File: src/rtl/jesd204b_dl_rx.sv
// JESD204B data link receiver for one lane: CGS/ILAS handshake with config capture,
// then /F/ and /A/ alignment-character restoration with frame/multiframe markers.
module jesd204b_dl_rx #(
    parameter int LANE_DATA_WIDTH = 32,
    parameter int OCTETS_PER_FR   = 5,
    parameter int FRAMES_PER_MF   = 4
) (
    input  logic                         clk,
    input  logic                         reset,
    input  logic                         scramble_enable,
    input  logic [LANE_DATA_WIDTH-1:0]   in,
    input  logic [LANE_DATA_WIDTH/8-1:0] ctrl_in,
    output logic                         sync_request,
    output logic                         link_up,
    output logic [LANE_DATA_WIDTH-1:0]   out,
    output logic                         out_valid,
    output logic [LANE_DATA_WIDTH/8-1:0] eof_out,
    output logic [LANE_DATA_WIDTH/8-1:0] eom_out,
    output logic [111:0]                 config_out,
    output logic                         ilas_error,
    output logic [7:0]                   unexpected_k_count
);
    localparam int NUM_OCT = LANE_DATA_WIDTH / 8;
    localparam int MF_OCT  = OCTETS_PER_FR * FRAMES_PER_MF;
    localparam int PW      = $clog2(MF_OCT) + 1;
    localparam logic [PW-1:0] LAST_OCT  = PW'(MF_OCT - 1);
    localparam logic [PW-1:0] LAST_WORD = PW'(MF_OCT - NUM_OCT);
    localparam logic [PW-1:0] FR_LEN    = PW'(OCTETS_PER_FR);
    localparam logic [7:0] K_K = 8'hBC;
    localparam logic [7:0] K_R = 8'h1C;
    localparam logic [7:0] K_A = 8'h7C;
    localparam logic [7:0] K_Q = 8'h9C;
    localparam logic [7:0] K_F = 8'hFC;

    typedef enum logic [1:0] {ST_CGS, ST_CGS_WAIT, ST_ILAS, ST_DATA} state_t;

    state_t                     state, state_nxt;
    logic [2:0]                 k_cnt, k_cnt_nxt;
    logic [PW-1:0]              pos, pos_nxt;
    logic [1:0]                 mf, mf_nxt;
    logic [7:0]                 prev, prev_nxt;
    logic [111:0]               stage, stage_nxt, config_nxt;
    logic [LANE_DATA_WIDTH-1:0] out_nxt;
    logic                       out_valid_nxt, ilas_error_nxt;
    logic [NUM_OCT-1:0]         eof_nxt, eom_nxt;
    logic [7:0]                 ukc_nxt;

    logic                       is_k_word, is_r_word, ilas_ok, legal;
    logic [PW-1:0]              oct_pos [NUM_OCT];
    logic [NUM_OCT-1:0]         eof_flag, eom_flag;
    logic [7:0]                 prev_c, octet;
    logic [2:0]                 bad_cnt;
    logic [8:0]                 ukc_sum;

    // Next-state and next-output logic; pos is kept at 0 outside ILAS/DATA so the
    // /R/ word seen in CGS_WAIT is checked as octets 0..3 of multiframe 0.
    always_comb begin
        state_nxt      = state;
        k_cnt_nxt      = k_cnt;
        pos_nxt        = pos;
        mf_nxt         = mf;
        prev_nxt       = prev;
        stage_nxt      = stage;
        config_nxt     = config_out;
        out_nxt        = '0;
        out_valid_nxt  = 1'b0;
        eof_nxt        = '0;
        eom_nxt        = '0;
        ilas_error_nxt = 1'b0;
        ukc_nxt        = unexpected_k_count;
        prev_c         = prev;
        octet          = '0;
        legal          = 1'b0;
        bad_cnt        = '0;
        ukc_sum        = '0;
        ilas_ok        = 1'b1;
        eof_flag       = '0;
        eom_flag       = '0;

        is_k_word = (in == {NUM_OCT{K_K}}) && (&ctrl_in);
        is_r_word = ctrl_in[0] && (in[7:0] == K_R);

        for (int i = 0; i < NUM_OCT; i++) begin
            oct_pos[i]  = pos + PW'(i);
            eof_flag[i] = (((oct_pos[i] + PW'(1)) % FR_LEN) == '0);
            eom_flag[i] = (oct_pos[i] == LAST_OCT);
            if (oct_pos[i] == '0) begin
                if (!(ctrl_in[i] && in[8*i +: 8] == K_R)) ilas_ok = 1'b0;
            end else if (oct_pos[i] == LAST_OCT) begin
                if (!(ctrl_in[i] && in[8*i +: 8] == K_A)) ilas_ok = 1'b0;
            end else if (mf == 2'd1 && oct_pos[i] == PW'(1)) begin
                if (!(ctrl_in[i] && in[8*i +: 8] == K_Q)) ilas_ok = 1'b0;
            end else if (ctrl_in[i]) begin
                ilas_ok = 1'b0;
            end
        end

        case (state)
            ST_CGS: begin
                if (!is_k_word) begin
                    k_cnt_nxt = '0;
                end else if (k_cnt == 3'd3) begin
                    k_cnt_nxt = '0;
                    state_nxt = ST_CGS_WAIT;
                end else begin
                    k_cnt_nxt = k_cnt + 3'd1;
                end
            end
            ST_CGS_WAIT: begin
                if (is_k_word) begin
                    state_nxt = ST_CGS_WAIT;
                end else if (is_r_word && ilas_ok) begin
                    state_nxt = ST_ILAS;
                    pos_nxt   = PW'(NUM_OCT);
                    mf_nxt    = '0;
                end else begin
                    ilas_error_nxt = is_r_word;
                    state_nxt      = ST_CGS;
                end
            end
            ST_ILAS: begin
                for (int c = 0; c < 14; c++) begin
                    for (int i = 0; i < NUM_OCT; i++) begin
                        if (mf == 2'd1 && oct_pos[i] == PW'(c + 2)) stage_nxt[8*c +: 8] = in[8*i +: 8];
                    end
                end
                if (!ilas_ok) begin
                    ilas_error_nxt = 1'b1;
                    state_nxt      = ST_CGS;
                    pos_nxt        = '0;
                    mf_nxt         = '0;
                end else if (pos == LAST_WORD && mf == 2'd3) begin
                    state_nxt  = ST_DATA;
                    config_nxt = stage_nxt;
                    pos_nxt    = '0;
                    mf_nxt     = '0;
                    prev_nxt   = '0;
                end else if (pos == LAST_WORD) begin
                    pos_nxt = '0;
                    mf_nxt  = mf + 2'd1;
                end else begin
                    pos_nxt = pos + PW'(NUM_OCT);
                end
            end
            ST_DATA: begin
                if (is_k_word) begin
                    state_nxt = ST_CGS;
                    pos_nxt   = '0;
                    k_cnt_nxt = '0;
                end else begin
                    // Lanes are walked in order so a frame ending at a lower lane
                    // feeds its restored octet to a later lane in the same word.
                    for (int i = 0; i < NUM_OCT; i++) begin
                        octet = in[8*i +: 8];
                        legal = (octet == K_F && eof_flag[i]) || (octet == K_A && eom_flag[i]);
                        if (ctrl_in[i]) begin
                            if (!legal) bad_cnt = bad_cnt + 3'd1;
                            else if (!scramble_enable) octet = prev_c;
                        end
                        out_nxt[8*i +: 8] = octet;
                        if (eof_flag[i]) prev_c = octet;
                    end
                    out_valid_nxt = 1'b1;
                    eof_nxt       = eof_flag;
                    eom_nxt       = eom_flag;
                    prev_nxt      = prev_c;
                    ukc_sum       = {1'b0, unexpected_k_count} + 9'(bad_cnt);
                    ukc_nxt       = ukc_sum[8] ? 8'hFF : ukc_sum[7:0];
                    pos_nxt       = (pos == LAST_WORD) ? '0 : pos + PW'(NUM_OCT);
                end
            end
            default: state_nxt = ST_CGS;
        endcase
    end

    // State and registered outputs; SYNC~ and link status follow the next state.
    always_ff @(posedge clk) begin
        if (reset) begin
            state              <= ST_CGS;
            k_cnt              <= '0;
            pos                <= '0;
            mf                 <= '0;
            prev               <= '0;
            stage              <= '0;
            config_out         <= '0;
            sync_request       <= 1'b1;
            link_up            <= 1'b0;
            out                <= '0;
            out_valid          <= 1'b0;
            eof_out            <= '0;
            eom_out            <= '0;
            ilas_error         <= 1'b0;
            unexpected_k_count <= '0;
        end else begin
            state              <= state_nxt;
            k_cnt              <= k_cnt_nxt;
            pos                <= pos_nxt;
            mf                 <= mf_nxt;
            prev               <= prev_nxt;
            stage              <= stage_nxt;
            config_out         <= config_nxt;
            sync_request       <= (state_nxt == ST_CGS);
            link_up            <= (state_nxt == ST_DATA);
            out                <= out_nxt;
            out_valid          <= out_valid_nxt;
            eof_out            <= eof_nxt;
            eom_out            <= eom_nxt;
            ilas_error         <= ilas_error_nxt;
            unexpected_k_count <= ukc_nxt;
        end
    end
endmodule

File: config.mk
export PLATFORM = sky130hd
export DESIGN_NAME = jesd204b_dl_rx
export DESIGN_NICKNAME = d
export VERILOG_FILES = /design/src/rtl/jesd204b_dl_rx.sv
export SDC_FILE = /design/constraint.sdc
export NUM_CORES = 1
export LEC_CHECK = 0
export BUFFER_PORTS_ARGS = -buffer_cell sky130_fd_sc_hd__buf_2
export CORE_MARGIN = 2
export CORE_UTILIZATION = 65
export DETAILED_ROUTE_END_ITERATION = 8
export GPL_TIMING_DRIVEN = 0
export PLACE_DENSITY = 0.87
export SETUP_SLACK_MARGIN = 0.3
export SYNTH_ARGS = -nofsm -noshare
export SYNTH_HDL_FRONTEND = slang
export SYNTH_SLANG_ARGS = --single-unit
File: constraint.sdc
create_clock -name clk -period 19.7 [get_ports clk]
set_input_delay 3.94 -clock clk [delete_from_list [all_inputs] [get_ports clk]]
set_output_delay 3.94 -clock clk [all_outputs]
set_load 0.01 [all_outputs]
# == Word-level counts from Yosys, hierarchy flattened ==
# Index checks and enable logic that the tools add are counted.
# word_totals
register_bits,297
in_bits,39
output_inout_bits,164
elab_cells,397
# classes
addsub,13
div,4
n_eq_ne,96
mux,157
bitwise_logic,2
n_reduce_logical,110
# op_table
op,n
$mux 8,82
$eq 6x4->1 const B,32
$eq 6x3->1 const B,16
$logic_and 1x1->1,83
$eq 8x8->1 const B,8
$mux 3,17
$eq 6x2->1 const B,8
$logic_not 6->1,8
$mux 6,6
$mux 1,34
$eq 32x32->1 const B,1
$eq 8x5->1 const B,4
$eq 8x7->1 const B,4
$eq 6x5->1 const B,5
$add 6x1->6 const B,4
$eq 6x1->1 const B,4
$mod 6x3->6 const B,4
$mux 2,12
$pmux 6 s3,1
$pmux 8 s2,1
$add 3x1->3 const B,4
$add 6x2->6 const B,2
$ne 2x2->1 const B,6
$reduce_and 4->1,3
other kinds (20),33

# == Longest topological paths before layout ==
# logic_depth
depth_word,28
mapped_depth,40
depth_no_buf,36

# == Worst setup path after synthesis ==
# OpenSTA, ideal clock, no wires.
# synth_timing
kind,input port to flip-flop
startpoint,in in[4]
endpoint,reg unexpected_k_count[6]
setup_time_ns,0.132
t_arrival_ns,7.657
required_ns,19.568
setup_slack_ns,11.911
path_stages,23
path_buffers,1
cell_sequence,clkbuf_1 nand4b_1 nor3_1 o211a_1 nand2b_1 inv_1 ha_1 nand2_1 o21a_1 inv_1 ha_1 mux2i_1 inv_1 ha_1 inv_1 mux2_2 fa_1 nor2b_1 o21ai_0 nor2_1 nand3_1 nor3b_1 nor3_1
# synth_between
elab_chain_len,24
elab_cells_between_ends,30
classes_between,add/sub (4); eq/ne (3); mux (17); bitwise (1); reduce/logical (5)
# synth_rtl
item,line,text
"start, declared",11,"input logic [LANE_DATA_WIDTH-1:0] in,"
$eq 8x8->1 or $eq 8x7->1 (tied branches),155,legal = (octet == K_F && eof_flag[i]) || (octet == K_A && eom_flag[i]);
$logic_and 1x1->1,155,
$logic_or 1x1->1,155,
$mux 1,157,if (!legal) bad_cnt = bad_cnt + 3'd1;
$mux 1,156,if (ctrl_in[i]) begin
$mux 3,146,if (is_k_word) begin
$mux 3,98,case (state)
$add 3x1->3,157,
[8 not listed],n/a,
$mux 3,98,
$add 3x1->3,157,
$mux 3,157,
$mux 3,156,
$mux 3,146,
$mux 3,98,
$add 8x3->9,167,"ukc_sum = {1'b0, unexpected_k_count} + 9'(bad_cnt);"
$mux 8,168,ukc_nxt = ukc_sum[8] ? 8'hFF : ukc_sum[7:0];
"end signal, assigned",209,unexpected_k_count <= ukc_nxt;
"end, declared",21,output logic [7:0] unexpected_k_count
# Several ways; a longest one is shown, not always the timed one. The select of a mux whose other input is x is not followed.
# A chain may end at the register's enable or synchronous reset.

# == Worst setup path after layout ==
# layout_timing
startpoint,reg pos[0]
endpoint,reg unexpected_k_count[6]
# layout_between
elab_chain_len,26
elab_cells_between_ends,51
classes_between,add/sub (10); div (4); eq/ne (4); mux (17); reduce/logical (16)
# layout_rtl
item,line,text
"start, declared",39,"logic [PW-1:0] pos, pos_nxt;"
"start signal, assigned",197,pos <= pos_nxt;
$add 6x1->6,"84, 85",
$mod 6x3->6,85,eof_flag[i] = (((oct_pos[i] + PW'(1)) % FR_LEN) == '0);
$logic_not 6->1,85,
$logic_and 1x1->1,155,
$logic_or 1x1->1,155,
$mux 1,157,
$mux 1,156,
$mux 3,146,
[10 not listed],n/a,
$mux 3,98,
$add 3x1->3,157,
$mux 3,157,
$mux 3 (*),156,
$mux 3 (*),146,
$mux 3 (*),98,
$add 8x3->9 (*),167,
$mux 8 (*),168,
# Every way passes the cells marked *; elsewhere a longest branch is shown, timed or not. The select of a mux whose other input is x is not followed.

==> summary.txt <==
Via count - 22400
Syn Std Cell Area - 0.0193 mm^2
Die Ht - 176 um
Setup CP Type - reg -> reg
IO Pins - 203
Antenna Nets Post-Route - 0
Routed wire length - 81800 um
# hold bufs at CTS - 0
Endpoints failing hold - 0
Slew HR - -7.49%
Clk sink count - 297
Placeable Area - 0.0294 mm^2
Initial antenna violation count - 4
Pleak - 8.88 nW
Post-synth top area share - 30.8%
Max Cap Viol - 1
Yosys warns - 0
Avg Cell Area, Syn - 7.36 um^2
DRC viols - 10
Register-to-Register Setup Slack - 10.32 ns
Slowest CP cell - ha_1
Synth Instances - 2620
Post-cts resize count - 0
First-pass GRT wire length - 120000 um
Number of global-route vias before repair - 20600
# setup viols final - 0
CTS Buf Count - 31
Post-synth EDFFs - 0
Yosys cell types - 99
Die width - 176 um
Post-synth net total - 2699
Skew-Pair Late Insertion Delay - 0.60 ns
Routed WL per cell - 25.2 um
Worst EP arrival - 9.83 ns
Max Fclk - 107 MHz
Synth Flop Type - dfxtp_1
Final Critical Period - 9.38 ns
Worst-path clk slew - 0.07 ns
Post-synth top area cell - dfxtp_1
Nets - 2911
Required @ worst endpoint - 20.16 ns
Worst hold path depth - 2
Layout Utilization - 74.0%
Area contributors post-synth - dfxtp_1 31%, mux2i_1 14%, a21oi_1 8.6%
Post-DP HPWL - 56600 um
Sequential share of the synthesized area - 30.8%
Max VDD drop - 0.0834 mV
Reg2Reg Depth - 37
Proportion of layout cells with a drive suffix above 1 - 11.1%
Count of buffers from port buffering - 179
Initial core utilization - 65.6%
Clk buf depth - 3
Row count - 63
Setup repair bufs after CTS - 0
Setup TNS - 0 ns
Sw Ratio - 26.7%
Async S/R FF share, synth - 0%
Initial DRC count - 3646
Final clock skew - 0.0132 ns
Int Pwr - 0.000952 W
Total congestion overflow - 0
CP most frequent cell - inv_1
Violated checks - DRC, capacitance limit, slew limit
Worst Setup Start Kind - register
RSZ-0062 raised after global routing - false
Pre-Repair DR Iteration Count - 9
Crit end category - register
Combinational Power Share - 5.9%
Max FO, Critical Path - 10
CTS tree - done
Pins Over Slew Limit - 5
H-tree depth - 1
Slew @ Worst Pin - 1.60 ns
Die area - 0.0311 mm^2
Period Utilization, post-route - 47.6%
Hold slack - 0.452 ns
Status - finished with violations
Pwr dens - 59.7 mW/mm^2
Worst min-delay path class - reg -> reg
P_sw - 0.000347 W
Area delta synth->final - 12.8%
Yosys reg bits - 297
Routability cong. - 1.07
CP max stage delay - 0.56 ns
GRT Total Usage - 50.3%
Clock Power Share - 47.9%
Flop pwr share - 46.2%
Vias/cell - 6.90
CTS Root Cell - clkbuf_16
Largest net degree at the start of global routing - 17
per-stage QoR:
step                      power (W)  setup slack [ns]  instances  cell area, um^2
after floorplan            0.000644             11.91       2620            19300
after detailed placement   0.000681             10.70       3189            20700
after global placement     0.000680             10.91       3189            20700
after global routing        0.00131              9.92       3249            21800
after CTS                   0.00128             10.67       3247            21700
final                       0.00130             10.32       3249            21800
metal layers:
metal / part of all wire [%] / vias up / track usage [%] / routed length (um)
li1: - / 9576 / - / -
met1: 36 / 10200 / 63.7 / 29500
met2: 40 / 2077 / 73.0 / 32400
met3: 16 / 545 / 15.7 / 12800
met4: 8.8 / 0 / 35.0 / 7200
met5: 0 / - / 0 / 0
critical path, delay by kind of cell, from the launching register on:
family,cells,cell delay [ns]
buffers and inverters,11,2.56
AOI/OAI and AO/OA,7,1.77
adders and majority gates,6,2.07
DFF,1,0.41
xor gates and xnor gates,1,0.19
muxes,2,0.55
and+or+nand+nor,10,1.65
area by class of cell:
class,instances,area [um^2]
multi-input cells,2050,12300
fillers,2243,7640
flip-flops and latches,297,5950
plain buffers,221,906
repair buffers,179,896
clock buffers,38,852
well taps,390,488
clock inverters,20,215
inverters,52,195
diodes,2,5.00
path summary, 6_finish.rpt:
path	from	endpoint
worst max register to register	pos[0]	unexpected_k_count[6]
worst min register to register	config_out[69]	config_out[69]
worst min-delay path	config_out[69]	config_out[69]
worst max-delay path	pos[0]	unexpected_k_count[6]
flip-flops by register name, indices dropped and copies added (netlist names), 2 cells and up:
register	flops
eof_out	4
unexpected_k_count	8
eom_out	4
prev	8
config_out	112
out	32
stage	112
k_cnt	3
pos	6
state	2
mf	2
synthesized netlist by cell type (all sizes together), types with 19 or more instances:
cell / number
a211oi: 81
a21oi: 336
and2: 24
buf: 46
clkbuf: 175
dfxtp: 297
ha: 39
inv: 50
mux2i: 279
nand2: 401
nand3: 53
nor2: 398
nor2b: 19
nor3: 32
o21ai: 111
power by group through the flow:
stage,Clock (W),Combinational [W],Sequential (W)
CTS,0.000613,0.0000672,0.000600
global route,0.000635,0.0000726,0.000600
floorplan,0,0.0000305,0.000614
global placement,0,0.0000660,0.000614
finish,0.000622,0.0000763,0.000600
detailed placement,0,0.0000670,0.000614
cell families after synthesis:
group	share of synthesized area, %
mux	14.8
simple gates	22.7
buf+inv	5.71
flops	30.8
compound gates	21.7
xor+xnor	1.67
fa+ha+maj	2.63
layout by cell type (no fill, tap or decap), types with 12 or more instances in the layout:
master	synthesis	final
a21oi_1	333	333
mux2i_1	279	279
dfxtp_1	297	297
nand3_1	53	53
buf_1	12	12
a211oi_1	81	81
nand4_1	12	12
buf_2	25	204
clkbuf_16	0	31
ha_1	39	39
xnor2_1	14	14
nand2_1	401	401
nor2b_1	19	19
nor2_1	398	398
inv_1	47	47
o31ai_1	13	13
nor3_1	31	31
o21ai_0	103	103
and2_1	23	23
nand2b_1	13	13
clkbuf_1	175	177
No activity file was read; power rests on OpenSTA's default activity.
